**config.mk**
```make
export PLATFORM = sky130hd
export DESIGN_NAME = stopwatch_ctrl_flat
export DESIGN_NICKNAME = d
export VERILOG_FILES = /design/src/rtl/stopwatch_ctrl_if.sv /design/src/rtl/stopwatch_ctrl.sv /design/src/flat_wrapper.sv
export SDC_FILE = /design/constraint.sdc
export NUM_CORES = 1
export LEC_CHECK = 0
export CORE_AREA = 2 2 62 64
export DETAILED_ROUTE_END_ITERATION = 12
export DIE_AREA = 0 0 64 66
export PLACE_DENSITY = 0.81
export SLEW_MARGIN = 20
export SYNTH_ARGS = -nofsm -noshare
export SYNTH_HDL_FRONTEND = slang
export SYNTH_SLANG_ARGS = --single-unit
```
**constraint.sdc**
```tcl
create_clock -name clk -period 2.05 [get_ports clk]
set_clock_uncertainty 0.15 [all_clocks]
set_input_delay 0.205 -clock clk [delete_from_list [all_inputs] [get_ports clk]]
set_output_delay 0.205 -clock clk [all_outputs]
set_load 0.02 [all_outputs]
```
**src/rtl/stopwatch_ctrl_if.sv**
```systemverilog
`timescale 1ns/1ps
`default_nettype none
// ============================================================================
// Module   : stopwatch_ctrl_if
// Brief    : Button/tick inputs and display/status outputs of stopwatch_ctrl.
// Revision : 1.0 - initial release
// ============================================================================
interface stopwatch_ctrl_if;
  logic       tick;
  logic       start_pulse;
  logic       lap_pulse;
  logic       clear_pulse;
  logic       count_enable;
  logic [3:0] disp_min_t;
  logic [3:0] disp_min_o;
  logic [3:0] disp_sec_t;
  logic [3:0] disp_sec_o;
  logic       lap_active;
  logic       wrap_evt;
  logic [2:0] state;

  modport master (
    output tick, start_pulse, lap_pulse, clear_pulse,
    input  count_enable, disp_min_t, disp_min_o, disp_sec_t, disp_sec_o,
    input  lap_active, wrap_evt, state
  );

  modport slave (
    input  tick, start_pulse, lap_pulse, clear_pulse,
    output count_enable, disp_min_t, disp_min_o, disp_sec_t, disp_sec_o,
    output lap_active, wrap_evt, state
  );
endinterface
`default_nettype wire

```
**src/rtl/stopwatch_ctrl.sv**
```systemverilog
`timescale 1ns/1ps
`default_nettype none
// ============================================================================
// Module   : stopwatch_ctrl
// Brief    : Run/pause/lap/clear sequencer with mm:ss BCD counter and lap hold.
// Revision : 1.0 - initial release
// ============================================================================
module stopwatch_ctrl #(
  parameter int MIN_MAX = 59,
  parameter bit WRAP    = 1'b1
) (
  input  wire              clk,
  input  wire              reset,
  stopwatch_ctrl_if.slave  sw
);

  localparam logic [3:0] c_max_t = 4'(MIN_MAX / 10);
  localparam logic [3:0] c_max_o = 4'(MIN_MAX % 10);

  typedef enum logic [2:0] {
    IDLE  = 3'd0,
    RUN   = 3'd1,
    PAUSE = 3'd2,
    LAP   = 3'd3
  } state_t;

  typedef struct packed {
    logic [3:0] min_t;
    logic [3:0] min_o;
    logic [3:0] sec_t;
    logic [3:0] sec_o;
  } bcd_time_t;

  state_t    r_state, w_state_next;
  bcd_time_t r_cnt, r_lap, w_cnt_inc, w_cnt_next, w_lap_next;
  logic      r_wrap_evt;
  logic      w_running, w_inc, w_terminal, w_saturate, w_clear, w_capture;

  assign w_running  = (r_state == RUN) || (r_state == LAP);
  assign w_inc      = sw.tick & w_running;
  assign w_terminal = (r_cnt.min_t == c_max_t) && (r_cnt.min_o == c_max_o) &&
                      (r_cnt.sec_t == 4'd5)    && (r_cnt.sec_o == 4'd9);
  assign w_saturate = w_inc & w_terminal & (WRAP == 1'b0);

  // Ripple BCD increment; the terminal count is handled separately, so min_t never overflows.
  always_comb begin
    w_cnt_inc = r_cnt;
    if (r_cnt.sec_o != 4'd9) begin
      w_cnt_inc.sec_o = r_cnt.sec_o + 4'd1;
    end else begin
      w_cnt_inc.sec_o = 4'd0;
      if (r_cnt.sec_t != 4'd5) begin
        w_cnt_inc.sec_t = r_cnt.sec_t + 4'd1;
      end else begin
        w_cnt_inc.sec_t = 4'd0;
        if (r_cnt.min_o != 4'd9) begin
          w_cnt_inc.min_o = r_cnt.min_o + 4'd1;
        end else begin
          w_cnt_inc.min_o = 4'd0;
          w_cnt_inc.min_t = r_cnt.min_t + 4'd1;
        end
      end
    end
  end

  always_comb begin
    w_state_next = r_state;
    w_clear      = 1'b0;
    w_capture    = 1'b0;
    case (r_state)
      IDLE: begin
        if (sw.start_pulse) w_state_next = RUN;
      end
      RUN: begin
        if (sw.start_pulse) begin
          w_state_next = PAUSE;
        end else if (sw.lap_pulse) begin
          w_state_next = LAP;
          w_capture    = 1'b1;
        end
      end
      LAP: begin
        if (sw.start_pulse)    w_state_next = PAUSE;
        else if (sw.lap_pulse) w_state_next = RUN;
      end
      PAUSE: begin
        if (sw.clear_pulse) begin
          w_state_next = IDLE;
          w_clear      = 1'b1;
        end else if (sw.start_pulse) begin
          w_state_next = RUN;
        end
      end
      default: w_state_next = IDLE;
    endcase
    // Saturation forces a pause and cancels any lap capture on the same edge.
    if (w_saturate) begin
      w_state_next = PAUSE;
      w_capture    = 1'b0;
    end
  end

  always_comb begin
    w_cnt_next = r_cnt;
    if (w_clear) begin
      w_cnt_next = '0;
    end else if (w_inc) begin
      if (!w_terminal)  w_cnt_next = w_cnt_inc;
      else if (WRAP)    w_cnt_next = '0;
    end
  end

  always_comb begin
    w_lap_next = r_lap;
    if (w_clear)        w_lap_next = '0;
    else if (w_capture) w_lap_next = r_cnt;
  end

  always_ff @(posedge clk) begin
    if (reset) begin
      r_state    <= IDLE;
      r_cnt      <= '0;
      r_lap      <= '0;
      r_wrap_evt <= 1'b0;
    end else begin
      r_state    <= w_state_next;
      r_cnt      <= w_cnt_next;
      r_lap      <= w_lap_next;
      r_wrap_evt <= w_inc & w_terminal;
    end
  end

  assign sw.count_enable = w_running;
  assign sw.lap_active   = (r_state == LAP);
  assign sw.wrap_evt     = r_wrap_evt;
  assign sw.state        = r_state;
  assign sw.disp_min_t   = (r_state == LAP) ? r_lap.min_t : r_cnt.min_t;
  assign sw.disp_min_o   = (r_state == LAP) ? r_lap.min_o : r_cnt.min_o;
  assign sw.disp_sec_t   = (r_state == LAP) ? r_lap.sec_t : r_cnt.sec_t;
  assign sw.disp_sec_o   = (r_state == LAP) ? r_lap.sec_o : r_cnt.sec_o;

endmodule
`default_nettype wire

```
**src/flat_wrapper.sv**
```systemverilog
// flat-port wrapper written by rule: the top's interface ports become plain ports
module stopwatch_ctrl_flat 
#(
  parameter int MIN_MAX = 59,
  parameter bit WRAP    = 1'b1
)
  (clk, reset, sw_tick, sw_start_pulse, sw_lap_pulse, sw_clear_pulse, sw_count_enable, sw_disp_min_t, sw_disp_min_o, sw_disp_sec_t, sw_disp_sec_o, sw_lap_active, sw_wrap_evt, sw_state);
  stopwatch_ctrl_if sw_i ();
  input  wire clk;
  input  wire reset;
  input wire logic [$bits(sw_i.tick)-1:0] sw_tick;
  input wire logic [$bits(sw_i.start_pulse)-1:0] sw_start_pulse;
  input wire logic [$bits(sw_i.lap_pulse)-1:0] sw_lap_pulse;
  input wire logic [$bits(sw_i.clear_pulse)-1:0] sw_clear_pulse;
  output wire logic [$bits(sw_i.count_enable)-1:0] sw_count_enable;
  output wire logic [$bits(sw_i.disp_min_t)-1:0] sw_disp_min_t;
  output wire logic [$bits(sw_i.disp_min_o)-1:0] sw_disp_min_o;
  output wire logic [$bits(sw_i.disp_sec_t)-1:0] sw_disp_sec_t;
  output wire logic [$bits(sw_i.disp_sec_o)-1:0] sw_disp_sec_o;
  output wire logic [$bits(sw_i.lap_active)-1:0] sw_lap_active;
  output wire logic [$bits(sw_i.wrap_evt)-1:0] sw_wrap_evt;
  output wire logic [$bits(sw_i.state)-1:0] sw_state;
  assign sw_i.tick = sw_tick;
  assign sw_i.start_pulse = sw_start_pulse;
  assign sw_i.lap_pulse = sw_lap_pulse;
  assign sw_i.clear_pulse = sw_clear_pulse;
  assign sw_count_enable = sw_i.count_enable;
  assign sw_disp_min_t = sw_i.disp_min_t;
  assign sw_disp_min_o = sw_i.disp_min_o;
  assign sw_disp_sec_t = sw_i.disp_sec_t;
  assign sw_disp_sec_o = sw_i.disp_sec_o;
  assign sw_lap_active = sw_i.lap_active;
  assign sw_wrap_evt = sw_i.wrap_evt;
  assign sw_state = sw_i.state;
  stopwatch_ctrl #(.MIN_MAX(MIN_MAX), .WRAP(WRAP)) u_core (.clk(clk), .reset(reset), .sw(sw_i));
endmodule
```
==> metrics.md, run 1 <==
| Metric | Value |
|---|---|
| Worst IR Drop VDD | 0.000365 V |
| Fin util | 0.632 |
| H-tree depth | 2 |
| Via/cell ratio | 5.40 |
| Largest delay share family, worst path | flip-flops |
| Crit path DAT | about 1.6 ns |
| Fraction of layout cells with a size suffix above 1 | 0.239 |
| Fin. max-slew vios | 0 |
| Routed via count | 1657 |
| Fin. Hold Viols | 0 |
| Ant diodes | 0 |
| First-pass GRT wire length | 6470 um |
| Worst-path cell chain | nor2b_2 -> nand2_2 -> buf_6 -> mux2_2 -> buf_2 |
| Vias in the first global route | roughly 1400 |
| Initial Utilization | 0.512 |
| Gr usage total | 0.196 |
| DRC | 0 |
| Finish-stage setup viols | 0 |
| Clk_lat worst skew | 0.35 ns |
| Flops & latches, synth | 36 |
| Max-cap violations | 0 |
| CTS sink cnt | 36 |
| Sequential share of the synthesized area | 0.397 |
| Die Ht | 66 um |
| Syn nets | 231 |
| Port buffer count | 27 |
| CTS tree | done |
| Largest net degree at the start of global routing | 17 |
| Num ports | 28 |
| Worst slack at placement | 0.0211 ns |
| WP data required | 1.69 ns |
| TritonCTS buffer count | 5 |
| GRT overflow | 0 |
| Setup Crit Path Kind | flop to output pin |
| Period minus WS final | 1.93 ns |
| Leakage | around 0.96 nW |
| Slowest stage delay, CP | 0.33 ns |
| Cell taking the most area after synthesis | dfxtp_1 |
| Drt total wl | 4030 um |
| Final HPWL DP | 2860 um |
| Die area | between 0.004 and 0.005 sq mm |
| Highest clock rate | around 0.52 GHz |
| # rows | 22 |
| Yosys top cell area share | 0.397 |
| Fin crit share | 0.941 |
| Wire per inst | around 13 um |
| CTS Buffer Depth | 2 |
| Setup ws final | 0.121 ns |
| Die width | 64 um |
| Most common cell after layout, fill and taps aside | nand2_1 |
| Antenna-violating nets left | 0 |
| PwrDens | 571 mW/mm^2 |
| Largest cells by area after synthesis | dfxtp_1 40%, nand2_1 9.3%, a21oi_1 8.0%, mux2_2 7.4%, ha_1 5.5% |
| Avg Cell Area, Syn | 8.37 sq um |
| Worst-path clk slew | 0.11 ns |
| Dpl cell area | 0.00221 sq mm |
| Worst path slowest cell | dfxtp_1 |
| Iter 0 DRT Violations | 77 |
| Buf/Inv on CP | 2 |
| CTS root buf | clkbuf_4 |
| Post-CTS setup buffers | 0 |
| Routability Congestion | 0.856 |
| Core area | 0.00355 sq mm |
| Yosys cell types | 43 |
| R2r setup slk | 0.13 ns |
| Startpoint Class | flop |
| Antenna violations before repair | 0 |
| CP endpoint kind | output pin |
| Syn Inst Count | about 220 |
| Most frequent cells in the layout | 44 x nand2_1, 36 x dfxtp_1, 28 x a21oi_1 |
| Design Area, Final | around 0.0022 sq mm |
| Synthesized cell area | about 0.0018 sq mm |
| Min-Delay Path Class | input port to flop |
| CP max FO | 7 |
| Net total in the final layout | 272 |
| Area grow syn2layout | 23.6% |
| Ys Warns | 0 |
| Drt pass-1 iters | 4 |
| Outcome | finished, final reports clean |
-- sequential cells by signal, indices dropped and copies added, names as in the netlist --
| register | cells |
|---|---|
| u_core.sw.state | 3 |
| u_core.r_cnt | 16 |
| u_core.sw.wrap_evt | 1 |
| u_core.r_lap | 16 |
-- report_power, final --
group | internal, mW | leakage (nW) | switching (mW)
Combinational | 0.0325 | 0.628 | 0.0410
Clock | 0.254 | 0.0412 | 0.249
Sequential | 0.703 | 0.290 | 0.00213
Total | 0.989 | 0.959 | 0.292
-- cell families after synthesis --
kind of cell	after synthesis	share of synthesized area
multiplexers	13	0.0799
adder cells (fa/ha/maj)	8	0.0551
other	1	0.00206
flip-flops	36	0.397
XOR/XNOR	3	0.0145
AO/OA/AOI/OAI	45	0.138
AND/OR/NAND/NOR	92	0.258
buffers and inverters	19	0.0558
-- synth_stat cells (all sizes together) --
cell type,number
dfxtp,36
nand3b,1
o22ai,1
and3b,5
nor3b,1
o41ai,1
inv,7
or4b,1
a31o,1
nand2,45
and3,2
xor2,2
nor3,4
a211oi,2
or3b,1
conb,1
o21ai,7
ha,8
mux2i,1
nand3,8
nand4,3
a21oi,29
or2b,1
clkbuf,2
o2111a,1
and2,2
or3,5
nor4,2
a21boi,1
buf,10
nor2b,1
mux2,12
or4,1
xnor2,1
a31oi,1
a21o,1
nor2,9
-- worst register-to-register path, cell delays in order, from the launching register on --
cell and delay (ns):
dfxtp_1 0.34, inv_1 0.07, ha_1 0.15, and3b_2 0.30
nand4_4 0.16, or4b_1 0.52, o22ai_1 0.16
-- routing by layer --
metal | vias up | GRT usage | share of wire
li1 | 831 | - | -
met4 | 0 | 0.0489 | 0.010
met1 | 784 | 0.248 | 0.46
met2 | 37 | 0.326 | 0.48
met5 | - | 0 | 0
met3 | 5 | 0.0596 | 0.042
-- metrics by stage --
step	hold WS [ns]	total power, mW	cells	TNS (ns)
final	0.282	1.28	307	0
after global routing	0.301	1.33	307	-0.00722
after CTS	0.285	1.29	307	-0.114
after detailed placement	0.298	0.794	299	0
after global placement	0.289	0.793	299	0
after floorplan	0.132	0.756	217	-0.447
-- worst paths after layout --
kind,cells after the start,from,end
setup / recovery,5,u_core.sw.state[0]$_SDFFE_PP0P_,sw_disp_min_o[0]
hold / removal,3,sw_tick,u_core.sw.wrap_evt$_SDFF_PP0_
setup reg to reg,6,u_core.r_cnt[1]$_SDFFE_PP0P_,u_core.r_cnt[15]$_SDFFE_PP0P_
hold reg to reg,2,u_core.r_lap[12]$_SDFFE_PP0P_,u_core.r_lap[12]$_SDFFE_PP0P_
-- cell type report --
class	count	area, sq um
Clock buffer	5	37.5
Clock inverter	3	42.5
Fill cell	309	1310
Inverter	7	26.3
Multi-Input combinational cell	162	1000
Sequential cell	36	721
Tap cell	48	60.1
Timing Repair Buffer	46	353
-- repair_timing --
| action | 4_1_cts | 5_1_grt |
|---|---|---|
| endpoints found under the hold margin | 0 | 0 |
| gates resized for setup | 41 | 21 |
| hold buffers | 0 | 0 |
| endpoints found under the setup margin | 17 | 19 |
Note: power is estimated with default switching activity, not from simulation.
==> run 2: changes to the inputs <==
--- a/config.mk
+++ b/config.mk
@@ -9,7 +9,7 @@
 export DETAILED_ROUTE_END_ITERATION = 12
 export DIE_AREA = 0 0 64 66
 export PLACE_DENSITY = 0.81
-export SLEW_MARGIN = 20
+export SLEW_MARGIN = 25
 export SYNTH_ARGS = -nofsm -noshare
 export SYNTH_HDL_FRONTEND = slang
 export SYNTH_SLANG_ARGS = --single-unit
==> results of run 2 <==
The final DEF is identical to that of run 1; final timing and power are the same.
==> run 3: changes to the inputs <==
--- a/config.mk
+++ b/config.mk
@@ -5,10 +5,12 @@
 export SDC_FILE = /design/constraint.sdc
 export NUM_CORES = 1
 export LEC_CHECK = 0
+export CAP_MARGIN = 20
 export CORE_AREA = 2 2 62 64
 export DETAILED_ROUTE_END_ITERATION = 12
 export DIE_AREA = 0 0 64 66
 export PLACE_DENSITY = 0.81
+export SKIP_LAST_GASP = 1
 export SLEW_MARGIN = 25
 export SYNTH_ARGS = -nofsm -noshare
 export SYNTH_HDL_FRONTEND = slang
==> metrics.md, run 3 (synthesized netlist as in run 1, its figures left out) <==
| Metric | Value |
|---|---|
| TritonCTS buffer count | 5 |
| Largest net degree at the start of global routing | 17 |
| Routed via count | 1660 |
| Hold_sp | sw_tick |
| CP endpoint kind | output pin |
| Startpoint Class | flop |
| Setup TNS | 0 ns |
| Fin. max-slew vios | 0 |
| Initial Utilization | 0.512 |
| Outcome | finished, final reports clean |
| Worst IR Drop VDD | 0.000368 V |
| Fin cells | around 310 |
| Min-Delay Path Class | input port to flop |
| GRT overflow | 0 |
| Net total in the final layout | between 200 and 300 |
| Clk_lat worst skew | 0.35 ns |
| Worst-path clk slew | between 0.1 and 0.15 ns |
| Core area | 0.00355 sq mm |
| Most frequent cells in the layout | 44 x nand2_1, 36 x dfxtp_1, 28 x a21oi_1 |
| PwrDens | 562 mW/mm^2 |
| Switch share | 0.228 |
| CTS tree | done |
| Finish-stage setup viols | 0 |
| Period minus WS final | just over 2 ns |
| Fin crit share | 0.996 |
| Max-cap violations | 0 |
| Drt pass-1 iters | 4 |
| CTS Buffer Depth | 2 |
| CP max FO | 7 |
| Most common cell after layout, fill and taps aside | nand2_1 |
| Comb pwr share | 0.058 |
| Critical Path Source | u_core.sw.state[0]$_SDFFE_PP0P_ |
| RSZ-0062 raised after global routing | true |
| Routability Congestion | 0.856 |
| Fraction of layout cells with a size suffix above 1 | 0.232 |
| Die Ht | 66 um |
| WP data required | 1.69 ns |
| Fin. Hold Viols | 0 |
| Clock power frac | 0.393 |
| Setup ws final | 0.00757 ns |
| H-tree depth | 2 |
| Die area | 0.00422 sq mm |
| Leakage | 0.942 nW |
| Crit path DAT | 1.69 ns |
| Vias in the first global route | 1414 |
| Antenna violations before repair | 0 |
| Iter 0 DRT Violations | 86 |
| Drt total wl | 4030 um |
| DRC | 0 |
| First-pass GRT wire length | 6470 um |
| Setup Crit Path Kind | flop to output pin |
| Area grow syn2layout | 25.6% |
| Placed cells | around 300 |
| Num ports | 28 |
| Register Area | 721 sq um |
| Worst slack at placement | 0.0211 ns |
| CTS root buf | clkbuf_4 |
| Post-CTS setup buffers | 0 |
| Die width | 64 um |
| Multi-input logic area | 0.00100 sq mm |
| Antenna-violating nets left | 0 |
| Ant diodes | 0 |
| Flop pwr share | 0.550 |
| Via/cell ratio | 5.41 |
| Switching power | 293 uW |
| CTS sink cnt | 36 |
| Highest clock rate | a little under 0.5 GHz |
| Final HPWL DP | 2860 um |
| # rows | 22 |
| Crit Reg-Reg Startpoint | u_core.r_cnt[1]$_SDFFE_PP0P_ |
| Fill cells | 300 |
| Hold Buf Count CTS | 0 |
| Port buffer count | 27 |
| Internal power | about 990 uW |
| Total Power | 1.28 mW |
| Gr usage total | 0.196 |
| Wire per inst | 13.1 um |
-- run 3: critical path, stage by stage (launching register included) --
cell and delay [ns]:
dfxtp_1 0.33, nor2b_2 0.16, nand2_2 0.09, buf_6 0.14, mux2_2 0.33, clkdlybuf4s15_1 0.28
-- run 3: area by class of cell --
class	count	share of cell area
multi-input cells	162	0.440
flip-flops and latches	36	0.316
repair buffers	46	0.171
well taps	48	0.0263
clock inverters	3	0.0186
clock buffers	5	0.0164
inverters	7	0.0115
-- run 3: metal layers --
layer	wire length (um)	track usage	vias to the layer above
met5	0	0	-
met2	1920	0.326	32
li1	-	-	831
met3	185	0.0596	5
met4	43	0.0489	0
met1	1880	0.248	792
-- run 3: power groups by stage --
stage          clock (mW)  sequential (mW)  combinational [mW]
5_1_grt             0.542            0.706              0.0794
3_3_place_gp            0            0.720              0.0733
6_report            0.504            0.705              0.0741
2_1_floorplan           0            0.726              0.0300
4_1_cts             0.508            0.705              0.0732
3_5_place_dp            0            0.720              0.0732
-- run 3: through the flow --
step | instance area (sq um) | utilization | hold slack, ns
after detailed placement | 2210 | 0.624 | 0.298
after global placement | 2210 | 0.624 | 0.289
after global routing | 2280 | 0.643 | 0.301
after floorplan | 1820 | - | 0.132
final | 2280 | 0.643 | 0.288
after CTS | 2290 | 0.644 | 0.285
-- run 3: final timing paths --
kind                              endpoint  slack [ns]  cells after the start
min          u_core.sw.wrap_evt$_SDFF_PP0_        0.29                      3
max                       sw_disp_min_o[3]       0.008                      5
max reg2reg  u_core.r_cnt[15]$_SDFFE_PP0P_        0.13                      6
min reg2reg  u_core.r_lap[12]$_SDFFE_PP0P_        0.31                      2
-- run 3: repair_timing --
action / 4_1_cts / 5_1_grt
resized for setup: 27 / 20
endpoints found under the setup margin: 17 / 18
gates cloned: 0 / 0
